==> config.mk <==
export PLATFORM = sky130hd
export DESIGN_NAME = wave_spawn_controller
export DESIGN_NICKNAME = d
export VERILOG_FILES = /design/src/rtl/wave_pkg.sv /design/src/rtl/wave_lfsr.sv /design/src/rtl/wave_spawn_controller.sv
export SDC_FILE = /design/constraint.sdc
export NUM_CORES = 1
export LEC_CHECK = 0
export ABC_AREA = 1
export CAP_MARGIN = 20
export CELL_PAD_IN_SITES_DETAIL_PLACEMENT = 1
export CELL_PAD_IN_SITES_GLOBAL_PLACEMENT = 1
export CORE_AREA = 3 3 100 102
export CTS_CLUSTER_SIZE = 12
export DETAILED_ROUTE_END_ITERATION = 6
export DIE_AREA = 0 0 103 105
export GPL_ROUTABILITY_DRIVEN = 0
export GPL_TIMING_DRIVEN = 1
export HOLD_SLACK_MARGIN = 0.05
export PLACE_DENSITY = 0.75
export SYNTH_ARGS = -nofsm -noshare
export SYNTH_HDL_FRONTEND = slang
export SYNTH_SLANG_ARGS = --single-unit
==> constraint.sdc <==
create_clock -name clock -period 1.95 [get_ports clock]
set_clock_uncertainty 0.2 [all_clocks]
set_input_delay 0.195 -clock clock [delete_from_list [all_inputs] [get_ports clock]]
set_output_delay 0.195 -clock clock [all_outputs]
set_load 0.005 [all_outputs]
==> src/rtl/wave_pkg.sv <==
`default_nettype none
// ============================================================================
//  Module   : wave_pkg
//  Brief    : Shared types and constants for the enemy wave spawn controller.
//  Revision : 1.0 - initial release
// ============================================================================
package wave_pkg;

  // Controller FSM encodings, visible on the state output
  typedef enum logic [1:0] {
    ST_IDLE   = 2'd0,
    ST_RUN    = 2'd1,
    ST_PAUSED = 2'd2,
    ST_OVER   = 2'd3
  } wave_state_t;

  localparam int              LFSR_W      = 8;
  // Taps 8,6,5,4 expressed as a mask over bits [7:0]
  localparam logic [LFSR_W-1:0] LFSR_TAPS = 8'hB8;
  localparam logic [7:0]      DENSITY_MAX = 8'd240;
  localparam logic [7:0]      WAVE_MAX    = 8'd255;

  // An all-zero LFSR would lock up forever, so zero is remapped to 1
  function automatic logic [LFSR_W-1:0] guard_zero(input logic [LFSR_W-1:0] v);
    return (v == '0) ? {{(LFSR_W-1){1'b0}}, 1'b1} : v;
  endfunction

endpackage
`default_nettype wire

==> src/rtl/wave_lfsr.sv <==
`default_nettype none
// ============================================================================
//  Module   : wave_lfsr
//  Brief    : 8-bit Fibonacci LFSR (shift left, feedback into bit 0) with
//             seed load, single-step advance and optional zero guard.
//  Revision : 1.0 - initial release
// ============================================================================
module wave_lfsr
  import wave_pkg::*;
#(
  parameter logic [LFSR_W-1:0] SEED = 8'hA5
) (
  input  logic              clock,
  input  logic              reset_n,
  input  logic              load,
  input  logic              step,
  input  logic [LFSR_W-1:0] seed,
  input  logic              zero_guard,
  output logic [LFSR_W-1:0] value,
  output logic [LFSR_W-1:0] next_value
);

  localparam logic [LFSR_W-1:0] RESET_VALUE = guard_zero(SEED);

  logic [LFSR_W-1:0] r_value;
  logic [LFSR_W-1:0] w_stepped;
  logic [LFSR_W-1:0] w_seed;

  assign w_stepped  = {r_value[LFSR_W-2:0], ^(r_value & LFSR_TAPS)};
  assign next_value = zero_guard ? guard_zero(w_stepped) : w_stepped;
  assign w_seed     = zero_guard ? guard_zero(seed) : seed;
  assign value      = r_value;

  // Load has priority over step so a restart always begins from the seed
  always_ff @(posedge clock or negedge reset_n) begin
    if (!reset_n) begin
      r_value <= RESET_VALUE;
    end else if (load) begin
      r_value <= w_seed;
    end else if (step) begin
      r_value <= next_value;
    end
  end

endmodule
`default_nettype wire

==> src/rtl/wave_spawn_controller.sv <==
`default_nettype none
// ============================================================================
//  Module   : wave_spawn_controller
//  Brief    : Drives D / enable / force_0 of the enemy cell row: one shift
//             pulse per game tick, LFSR-driven spawn bit, row-clear pulses
//             kept apart from shift pulses, and per-wave density escalation.
//  Revision : 1.0 - initial release
// ============================================================================
module wave_spawn_controller
  import wave_pkg::*;
#(
  parameter int unsigned TICK_DIV     = 25000000,
  parameter int unsigned WAVE_LEN     = 16,
  parameter logic [7:0]  SEED         = 8'hA5,
  parameter int unsigned DENSITY_INIT = 64,
  parameter int unsigned DENSITY_STEP = 16
) (
  input  logic       clock,
  input  logic       reset_n,
  input  logic       start,
  input  logic       pause,
  input  logic       hit,
  input  logic       game_over,
  output logic       spawn_d,
  output logic       shift_en,
  output logic       clear_row,
  output logic [7:0] wave_num,
  output logic [1:0] state
);

  localparam int TICK_W  = (TICK_DIV > 1) ? $clog2(TICK_DIV) : 1;
  localparam int SHIFT_W = (WAVE_LEN > 1) ? $clog2(WAVE_LEN) : 1;
  localparam logic [TICK_W-1:0]  TICK_LAST  = TICK_W'(TICK_DIV - 1);
  localparam logic [SHIFT_W-1:0] SHIFT_LAST = SHIFT_W'(WAVE_LEN - 1);
  localparam logic [7:0]         DENS_INIT  = 8'(DENSITY_INIT);
  localparam logic [8:0]         DENS_STEP  = 9'(DENSITY_STEP);

  wave_state_t        r_state;
  logic [TICK_W-1:0]  r_tick_cnt;
  logic [SHIFT_W-1:0] r_shift_cnt;
  logic [7:0]         r_density;
  logic [7:0]         r_wave_num;
  logic               r_clear_pend;
  logic               r_spawn_d;
  logic               r_shift_en;
  logic               r_clear_row;

  logic               w_reload;
  logic               w_active;
  logic               w_tick;
  logic [7:0]         w_lfsr;
  logic [7:0]         w_lfsr_next;
  logic [8:0]         w_dens_sum;
  logic [7:0]         w_dens_next;
  logic [7:0]         w_wave_next;

  // Play (re)starts from IDLE or OVER; normal work happens only in an
  // undisturbed RUN cycle (pause and game_over both pre-empt the tick)
  assign w_reload = ((r_state == ST_IDLE) || (r_state == ST_OVER)) && start;
  assign w_active = (r_state == ST_RUN) && !pause && !game_over;
  assign w_tick   = w_active && (r_tick_cnt == TICK_LAST);

  // Density escalates with 9-bit headroom so the clamp sees any overflow
  assign w_dens_sum  = {1'b0, r_density} + DENS_STEP;
  assign w_dens_next = (w_dens_sum > {1'b0, DENSITY_MAX}) ? DENSITY_MAX : w_dens_sum[7:0];
  assign w_wave_next = (r_wave_num == WAVE_MAX) ? WAVE_MAX : r_wave_num + 8'd1;

  wave_lfsr #(
    .SEED       (SEED)
  ) u_lfsr (
    .clock      (clock),
    .reset_n    (reset_n),
    .load       (w_reload),
    .step       (w_tick),
    .seed       (SEED),
    .zero_guard (1'b1),
    .value      (w_lfsr),
    .next_value (w_lfsr_next)
  );

  // FSM, tick/shift counters, escalation and clear arbitration
  always_ff @(posedge clock or negedge reset_n) begin
    if (!reset_n) begin
      r_state      <= ST_IDLE;
      r_tick_cnt   <= '0;
      r_shift_cnt  <= '0;
      r_density    <= DENS_INIT;
      r_wave_num   <= 8'd0;
      r_clear_pend <= 1'b0;
      r_spawn_d    <= 1'b0;
      r_shift_en   <= 1'b0;
      r_clear_row  <= 1'b0;
    end else begin
      r_shift_en  <= 1'b0;
      r_clear_row <= 1'b0;
      case (r_state)
        ST_IDLE, ST_OVER: begin
          r_tick_cnt <= '0;
          if (start) begin
            r_state      <= ST_RUN;
            r_shift_cnt  <= '0;
            r_density    <= DENS_INIT;
            r_wave_num   <= 8'd0;
            r_clear_pend <= 1'b0;
          end
        end
        ST_RUN: begin
          if (game_over) begin
            r_state      <= ST_OVER;
            r_tick_cnt   <= '0;
            r_clear_pend <= 1'b0;
          end else if (pause) begin
            r_state <= ST_PAUSED;
          end else begin
            if (w_tick) begin
              r_tick_cnt <= '0;
              r_shift_en <= 1'b1;
              r_spawn_d  <= (w_lfsr_next < r_density);
              if (r_shift_cnt == SHIFT_LAST) begin
                r_shift_cnt <= '0;
                r_wave_num  <= w_wave_next;
                r_density   <= w_dens_next;
              end else begin
                r_shift_cnt <= r_shift_cnt + SHIFT_W'(1);
              end
            end else begin
              r_tick_cnt <= r_tick_cnt + TICK_W'(1);
            end
            // A cell ignores force_0 while enabled, so a clear landing on a
            // shift cycle is parked and issued on the following cycle
            if (hit || r_clear_pend) begin
              if (w_tick) begin
                r_clear_pend <= 1'b1;
              end else begin
                r_clear_row  <= 1'b1;
                r_clear_pend <= 1'b0;
              end
            end
          end
        end
        ST_PAUSED: begin
          if (game_over) begin
            r_state      <= ST_OVER;
            r_tick_cnt   <= '0;
            r_clear_pend <= 1'b0;
          end else if (!pause) begin
            r_state <= ST_RUN;
          end
        end
        default: r_state <= ST_IDLE;
      endcase
    end
  end

  assign spawn_d   = r_spawn_d;
  assign shift_en  = r_shift_en;
  assign clear_row = r_clear_row;
  assign wave_num  = r_wave_num;
  assign state     = r_state;

endmodule
`default_nettype wire
==> results.toml <==
[clock_network]
cts_buffers = 5
cts-root-buf = "clkbuf_8"
htree_levels = 2
clkSlewWorstSetupHoldPaths_ps = 110
clk_latency_ps = 320
cts_tree = "done"
cts_sinks = 55
clock_path_buffers = 2

[finish]
final_core_utilization_pct = 49.9
multi_input_area_um2 = 2070
n_antenna_cell = 0
instances_no_fill = 677
area_delta_synth_final_pct = 26.5
fillerInstances = 1153
layout-drive-gt1-share_pct = 24.2
nets = 582
final-seq-area_um2 = 1390

[grt]
grt_pass1_vias = 3715
antenna_found_initial = 0
grt.total_usage_pct = 19.5
grt_pass1_wl_um = 17200
globalRouteOverflowTotal = 0
grt_max_degree = 56

[sta]
period_minus_slack_ps = 1910
tightest_slew_ps = 328
finalSetupTns_ps = 0
holdWs_ps = 197
clock.fmax_mhz = 524
finalCritPeriodShare_pct = 97.9
hold_viol = 0
maxSlewViolCount = 0
maxSlewHeadroom_pct = 77.9
setup_violations = 0

[yosys]
ys_seq_area_share_pct = 38.1
synth_area_leader_cell = "dfrtp_1"
avgSynthCellArea_um2 = 7.28
synth_nets = 515
synthFlopType = "dfrtp_1"
synth-seq-cells = 55
synth-edff-count = 0
synthArstFlopShare_pct = 100
ys_types = 42
synthCells = 498
ys_warn_count = 0
yosysTopAreaCellShare_pct = 34.5
netlist_area_um2 = 3630
synthTopCellsByArea = "dfrtp_1 35%, nand2_1 14%, nor2_1 6.5%, inv_1 5.7%, nand3_1 4.8%"

[pwr]
combPwrFrac_pct = 47.6
finalPower_uw = 4300
p_sw_share_pct = 39.0
p_seq_share_pct = 33.3
internal-power_uw = 2620
power_frac_clock_pct = 19.1
power_density_nw_per_um2 = 937
switching_power_uw = 1680
leakage_uw = 0.00207
irDropWorstVdd_mv = 0.402

[setup_path]
crit_type = "reg -> reg"
cp_max_fo = 6
start_kind = "register"
worstPathArrival_ps = 1930
crit_required_ps = 1970
endpoint_kind = "register"

[routing]
first_pass_iters = 4
antenna_left = 0
drt-initial-drc-count = 110
highest_layer = "met4"
drcViolationCount = 0
finalWirelength_um = 10400
wl_met1_um = 4500
via_per_inst = 5.20
met3_length_um = 214
routedWlPerCell_um = 15.3
vias = 3518
dr_wl_met2_um = 5520

[status]
status = "finished clean"

[die]
die_width_um = 103
row_count = 35
die_height_um = 105
io_pins = 19
coreArea_um2 = 9200
start_util_pct = 39.4
dieArea_um2 = 10800

[placement]
dp_cells = 660
dp_hpwl_um = 7750
portBuffers = 18

[job]
max_cap_violations = 0

[worst_hold_path]
hp-class = "in -> async"
## critical path, cell delays in order, from the launching register on
cell,delay [ps]
dfrtp_2,460
inv_2,90
ha_4,200
inv_2,50
nor2_1,60
inv_1,100
nand3_2,90
nor2_4,130
nand3_4,120
clkbuf_16,180
nand2_1,70
o21ai_2,50
## layout by cell type (no fill, tap or decap), drive strengths merged, types with 4 or more instances in the layout
cell type and n:
clkbuf 8, inv 59, dfstp 5, o21bai 4
o21ai 47, xnor2 7, nand2 144, buf 53
nand4 14, clkdlybuf4s50 17, a21oi 6, nor2 67
ha 11, dfrtp 50, nand3 39, nor3 12
xor2 9
## flip-flops by register name (all words and copies together) (netlist names)
register      flops
r_clear_pend      1
r_density         4
u_lfsr.value      8
state             2
r_shift_cnt       4
spawn_d           1
clear_row         1
shift_en          1
r_tick_cnt       25
wave_num          8
## power groups by stage
stage	sequential, uW	combinational [uW]	clock (uW)
finish	1430	2050	821
floorplan	1400	1050	0
CTS	1400	1750	845
detailed placement	1430	1710	0
global placement	1420	1640	0
global route	1450	2260	889
## cells in the mapped netlist, types with 2 or more instances
master and number:
nand2_2 5, xor2_1 9, or2_2 3, inv_2 3, a21oi_1 6, nand3_1 35
clkbuf_1 5, dfrtp_1 50, nand4_1 13, o21bai_1 4, dfstp_2 5, ha_1 11
nor3_1 10, buf_6 4, nor2_2 3, o21ai_0 30, o21ai_1 5, o21ai_2 12
inv_1 55, nand2_1 137, nor2_1 63, nand2_4 2, nand3_2 3, xnor2_1 7
## per-layer routing
metal  track usage (%)  up-vias
met4              4.35        0
li1                  -     1735
met5                 0        -
met2              34.9       39
met1              24.4     1734
met3              2.54       10
## stage by stage
stage          setup WS (ps)  cell area [um^2]
4_1_cts                0.255              4380
5_1_grt                -33.5              4590
3_3_place_gp            9.10              4230
6_report                41.0              4590
3_5_place_dp           -64.9              4230
2_1_floorplan           95.1              3630
## timing repair
| item | 4_1_cts | 5_1_grt |
|---|---|---|
| hold buffers | 1 | 0 |
| gates cloned | 0 | 2 |
| hold endpoints to repair | 55 | 0 |
| pin swaps | 3 | 8 |
| setup endpoints to repair | 22 | 39 |
| resized for setup | 8 | 36 |
| setup buffers | 1 | 5 |
## layout make-up
type / instances / share of cell area, %
repair buffers: 73 / 14.3
well taps: 111 / 3.03
multi-input cells: 371 / 45.1
flip-flops and latches: 55 / 30.2
clock inverters: 2 / 0.764
inverters: 59 / 4.88
clock buffers: 6 / 1.80
## cells by family after synthesis
group | Yosys count | share of synthesized area [%]
compound gates | 61 | 10.3
flops | 55 | 38.1
fa+ha+maj | 11 | 3.80
buf+inv | 72 | 8.49
xor+xnor | 16 | 3.86
simple gates | 283 | 35.4
## path summary, 6_finish.rpt
kind	startpoint	to	slack, ps	cells past startpoint
worst min register to register	spawn_d	spawn_d	300	2
worst min-delay path	reset_n	wave_num[2]	200	3
max in group asynchronous	reset_n	u_lfsr.value[7]	1040	3
min in group clock	spawn_d	spawn_d	300	2
worst max register to register	state[0]	wave_num[5]	40	11
worst max-delay path	state[0]	wave_num[5]	40	11
No activity file was read; power rests on OpenSTA's default activity.
